<file path="src/rtl/rom_lookup_seq.sv">
// rtl/rom_lookup_seq.sv - tagged request sequencer for a fixed-latency registered lookup ROM
//
// Purpose:
//   Accepts {addr, tag} requests on a valid/ready stream, issues them to a
//   ROM with a fixed read latency, carries the tag alongside the lookup in a
//   shift pipe and rejoins tag and ROM word into a first-word-fall-through
//   result FIFO. Requests are only accepted when a FIFO slot is guaranteed
//   for them, so downstream backpressure never loses a ROM word.
//
// Ports:
//   clk, rst                 single clock, synchronous active-high reset
//   in_valid/in_ready        request handshake
//   in_addr, in_tag          request address and opaque tag
//   rom_ena, rom_addra       ROM read enable and address (pass-through)
//   rom_douta                ROM read data, valid ROM_LAT cycles after rom_ena
//   out_valid/out_ready      result handshake (FWFT head)
//   out_data, out_tag        ROM word and the tag of its request
//   ovf_err                  sticky flag: FIFO write attempted while full

module rom_lookup_seq #(
    parameter int MXADRB     = 9,
    parameter int MXDATB     = 11,
    parameter int TAGB       = 8,
    parameter int ROM_LAT    = 2,
    parameter int FIFO_DEPTH = 4
) (
    input  logic              clk,
    input  logic              rst,
    input  logic              in_valid,
    output logic              in_ready,
    input  logic [MXADRB-1:0] in_addr,
    input  logic [TAGB-1:0]   in_tag,
    output logic              rom_ena,
    output logic [MXADRB-1:0] rom_addra,
    input  logic [MXDATB-1:0] rom_douta,
    output logic              out_valid,
    input  logic              out_ready,
    output logic [MXDATB-1:0] out_data,
    output logic [TAGB-1:0]   out_tag,
    output logic              ovf_err
);

    localparam int CNTW = $clog2(FIFO_DEPTH + 1);
    localparam int PTRW = $clog2(FIFO_DEPTH);
    localparam logic [CNTW-1:0] CNT_ONE   = CNTW'(1);
    localparam logic [CNTW-1:0] CNT_FULL  = CNTW'(FIFO_DEPTH);
    localparam logic [CNTW:0]   CRED_LIM  = (CNTW + 1)'(FIFO_DEPTH);

    logic [ROM_LAT-1:0] pipe_vld;
    logic [TAGB-1:0]    pipe_tag [ROM_LAT];

    logic [MXDATB-1:0]  mem_data [FIFO_DEPTH];
    logic [TAGB-1:0]    mem_tag  [FIFO_DEPTH];
    logic [PTRW-1:0]    wr_ptr;
    logic [PTRW-1:0]    rd_ptr;
    logic [CNTW-1:0]    occ;
    logic [CNTW-1:0]    inflight;
    logic [CNTW:0]      used;

    logic push;
    logic pop;
    logic full;
    logic push_ok;

    // Lookups still inside the ROM each hold a reserved FIFO slot.
    always_comb begin
        inflight = '0;
        for (int i = 0; i < ROM_LAT; i++) begin
            inflight = inflight + {{(CNTW-1){1'b0}}, pipe_vld[i]};
        end
    end

    // Credit uses registered counts only, so in_ready has no path from
    // in_valid or out_ready; a pop frees its credit on the next cycle.
    assign used      = {1'b0, occ} + {1'b0, inflight};
    assign in_ready  = used < CRED_LIM;
    assign rom_ena   = in_valid & in_ready;
    assign rom_addra = in_addr;

    assign out_valid = occ != '0;
    assign out_data  = mem_data[rd_ptr];
    assign out_tag   = mem_tag[rd_ptr];

    // The ROM output register holds stale data while ena is low, so the
    // pipe valid alone decides when rom_douta is captured.
    assign push    = pipe_vld[ROM_LAT-1];
    assign pop     = out_valid & out_ready;
    assign full    = occ == CNT_FULL;
    assign push_ok = push & (~full | pop);

    always_ff @(posedge clk) begin
        if (rst) begin
            pipe_vld <= '0;
            wr_ptr   <= '0;
            rd_ptr   <= '0;
            occ      <= '0;
            ovf_err  <= 1'b0;
        end else begin
            pipe_vld[0] <= rom_ena;
            for (int i = 1; i < ROM_LAT; i++) begin
                pipe_vld[i] <= pipe_vld[i-1];
            end
            if (push_ok) begin
                wr_ptr <= wr_ptr + 1'b1;
            end
            if (pop) begin
                rd_ptr <= rd_ptr + 1'b1;
            end
            case ({push_ok, pop})
                2'b10:   occ <= occ + CNT_ONE;
                2'b01:   occ <= occ - CNT_ONE;
                default: occ <= occ;
            endcase
            if (push & ~push_ok) begin
                ovf_err <= 1'b1;
            end
        end
    end

    // Data-path storage needs no reset: valids and pointers gate its use.
    always_ff @(posedge clk) begin
        pipe_tag[0] <= in_tag;
        for (int i = 1; i < ROM_LAT; i++) begin
            pipe_tag[i] <= pipe_tag[i-1];
        end
        if (push_ok) begin
            mem_data[wr_ptr] <= rom_douta;
            mem_tag[wr_ptr]  <= pipe_tag[ROM_LAT-1];
        end
    end

endmodule
</file>
<file path="config.mk">
export PLATFORM = sky130hd
export DESIGN_NAME = rom_lookup_seq
export DESIGN_NICKNAME = d
export VERILOG_FILES = /design/src/rtl/rom_lookup_seq.sv
export SDC_FILE = /design/constraint.sdc
export NUM_CORES = 1
export LEC_CHECK = 0
export ABC_AREA = 1
export ABC_CLOCK_PERIOD_IN_PS = 2300
export CAP_MARGIN = 10
export CELL_PAD_IN_SITES_DETAIL_PLACEMENT = 1
export CELL_PAD_IN_SITES_GLOBAL_PLACEMENT = 2
export CORE_MARGIN = 2
export CORE_UTILIZATION = 35
export CTS_CLUSTER_DIAMETER = 150
export DETAILED_ROUTE_END_ITERATION = 8
export PLACE_DENSITY_LB_ADDON = 0.1
export SYNTH_ARGS = -nofsm -noshare
export SYNTH_HDL_FRONTEND = slang
export SYNTH_SLANG_ARGS = --single-unit
</file>
<file path="constraint.sdc">
create_clock -name clk -period 2.3 [get_ports clk]
set_input_delay 0.575 -clock clk [delete_from_list [all_inputs] [get_ports clk]]
set_output_delay 0.575 -clock clk [all_outputs]
set_load 0.005 [all_outputs]
</file>
==> impl_metrics.env <==
export IMPL_vdd_ir_drop_max_mv=0.360
export IMPL_synthArstFlopShare_pct=0
export IMPL_rows=38
export IMPL_place_congestion=0.671
export IMPL_yosys_top_cells_area="edfxtp_1 (60%), dfxtp_1 (15%), o21ai_0 (5.4%), nor2_1 (5.0%), o22ai_1 (3.1%)"
export IMPL_grt_use_total_pct=14.4
export IMPL_cts_tree="built"
export IMPL_clock_skew_ns=0.0132
export IMPL_h_tree_depth=3
export IMPL_drc=0
export IMPL_ant_nets=0
export IMPL_finalSetupTns_ns=-0.0417
export IMPL_layout_drive_gt1_share_pct=16.9
export IMPL_finalSetupViolCount=1
export IMPL_vias=2349
export IMPL_synth_most_common_cell="edfxtp_1"
export IMPL_max_freq_mhz=427
export IMPL_yosys_warnings=0
export IMPL_post_drt_via_cell_ratio=4.76
export IMPL_startpoint_type="register"
export IMPL_overflow=0
export IMPL_synth_top_area_share_pct=60.0
export IMPL_n_fill_cell=1097
export IMPL_grt_pass1_vias=2435
export IMPL_comb_power_share_pct=25.5
export IMPL_fin_crit_ns=2.34
export IMPL_clock_sinks=104
export IMPL_ys_ff_latch=104
export IMPL_syn_to_final_growth_pct=26.9
export IMPL_die_y_um=108
export IMPL_hold_viol_final=0
export IMPL_ctsRootBufferMaster="clkbuf_8"
export IMPL_cts_buffer_depth=2
export IMPL_violations="setup timing"
export IMPL_initial_utilization_pct=35.5
export IMPL_ios=64
export IMPL_arrival_ns=1.77
export IMPL_final_nets=387
export IMPL_syn_area_sq_um=3800
export IMPL_synth_area_per_cell_sq_um=13.2
export IMPL_p_leak_nw=1.78
export IMPL_fin_area_sq_um=4820
export IMPL_grt_start_max_net_pins=20
export IMPL_numCtsBuffers=9
export IMPL_fp_dieW_um=108
export IMPL_end_kind="primary output"
export IMPL_clkTransAtPathRegs_ns=0.10
export IMPL_powerDensity_nw_per_um2=911
export IMPL_wirelength_mm=7.61
export IMPL_maxCapViolations=0
export IMPL_core_area_sq_um=10700
export IMPL_crit_required_ns=1.73
export IMPL_tightest_slew_ns=0.254
export IMPL_synth_edf_count=76
export IMPL_yosysUniqueCellTypes=24
export IMPL_ys_flop_type="edfxtp_1"
export IMPL_first_pass_iters=4
export IMPL_setup_ws_ns=-0.0417
export IMPL_synthCells=289
export IMPL_seq_power_share_pct=49.4
export IMPL_antenna_found_initial=0
export IMPL_status="finished with violations"
export IMPL_grt_pass1_wl_mm=12.4
export IMPL_ys_seq_area_share_pct=74.8
export IMPL_intPower_mw=3.12
export IMPL_p_switching_mw=1.28
export IMPL_wire_per_inst_um=15.4
export IMPL_power_total_mw=4.39
export IMPL_dr_first_iter_drc_count=91
export IMPL_crit_type="register to primary output"
export IMPL_hp_class="register to register"
export IMPL_max_slew_margin_pct=83.1
export IMPL_synth_top_area_cell="edfxtp_1"
export IMPL_worstSkewPairLatency_ns=0.36
export IMPL_slew_viol_final=0
export IMPL_rsz0062_at_grt="true"
export IMPL_clock_power_share_pct=25.1
export IMPL_finalCritPeriodShare_pct=102
export IMPL_holdBufCountCts=0
export IMPL_sw_frac_of_total_pct=29.1
export IMPL_hpwl_mm=4.95
export IMPL_syn_nets=327
export IMPL_placed_area_sq_um=4560
export IMPL_die_area_sq_um=11700
export IMPL_cp_max_fo=7
export IMPL_port_buffer_count=45
export IMPL_antenna_cells=0
export IMPL_yosys_top_cells_count="edfxtp_1 (76), nor2_1 (51), o21ai_0 (41)"
cells in the final DEF (no fill, tap or decap), types with 2 or more instances in the layout:
cell and count:
nand3_1 3, inv_2 3, ha_1 5, nor2_2 5, nor2_1 47, buf_4 13
a21oi_1 7, o21ai_0 37, inv_1 16, nand2_2 5, clkdlybuf4s50_1 25, dlygate4sd2_1 12
buf_6 3, nand2_1 3, clkbuf_8 10, buf_12 6, o22ai_1 19, dfxtp_1 26
dlymetal6s2s_1 7, o21ai_1 7, edfxtp_1 76, inv_6 2, inv_4 2
worst max-delay path, cell delays in order, from the launching register on:
cell and delay, ns:
dfxtp_2 0.38, buf_4 0.17, o21ai_0 0.12, o22ai_1 0.20
clkdlybuf4s50_1 0.54
flip-flops by register name, indices dropped and copies added, names as in the netlist, named ones only:
name,count
pipe_tag,16
mem_data,44
ovf_err,1
rd_ptr,2
wr_ptr,2
pipe_vld,2
occ,3
mem_tag,32
metal layers:
metal | track usage, % | part of all wire [%] | up-vias
li1 | - | - | 1135
met1 | 18.1 | 45 | 1167
met2 | 24.0 | 50 | 38
met3 | 3.32 | 3.4 | 9
met4 | 5.77 | 1.6 | 0
met5 | 0 | 0 | -
cell families (layout without fill, tap and decap cells):
| kind of cell | count (synthesis) | after routing | synth area share, % |
|---|---|---|---|
| compound gates | 72 | 72 | 10.5 |
| fa+ha+maj | 6 | 6 | 2.17 |
| flops | 104 | 104 | 74.8 |
| buf+inv | 40 | 105 | 5.10 |
| simple gates | 67 | 67 | 7.47 |
stage by stage:
stage,std cells,hold WS [ns],setup WS (ns),util [%]
2_1_floorplan,289,0.310,0.298,-
3_3_place_gp,476,0.310,-0.0289,42.6
3_5_place_dp,476,0.313,-0.0674,42.6
4_1_cts,493,0.338,-0.114,44.8
5_1_grt,494,0.346,-0.148,45.1
6_report,494,0.336,-0.0417,45.1
layout make-up:
type                            instances  area, sq um  area share, %
Clock buffer                           10          138           2.85
Clock inverter                          6         60.1           1.24
Inverter                               20         77.6           1.61
Multi-Input combinational cell        145          779           16.2
Sequential cell                       104         2850           59.0
Tap cell                              140          175           3.63
Timing Repair Buffer                   69          747           15.5
what timing repair did:
| item | 4_1_cts | 5_1_grt |
|---|---|---|
| setup endpoints to repair | 21 | 14 |
| setup buffers | 0 | 1 |
| pin swaps | 0 | 4 |
| gates resized for setup | 21 | 17 |
| gates cloned | 1 | 0 |
power groups by stage:
stage	combinational, mW	clock [mW]	sequential [mW]
final	1.12	1.10	2.17
after global routing	1.27	1.23	2.18
after CTS	1.15	1.15	2.17
after detailed placement	1.14	0	2.20
after global placement	1.13	0	2.20
after floorplan	0.551	0	2.19
final timing paths:
kind,startpoint,endpoint,slack [ns],cells after the start
max reg2reg,occ[2]$_SDFFE_PP0P_,occ[2]$_SDFFE_PP0P_,0.64,8
max,register,out_data[1],-0.04,4
min,pipe_tag[0][3]$_DFF_P_,pipe_tag[0][11]$_DFF_P_,0.34,0
min reg2reg,pipe_tag[0][3]$_DFF_P_,pipe_tag[0][11]$_DFF_P_,0.34,0
(Power assumes the default switching activity.)
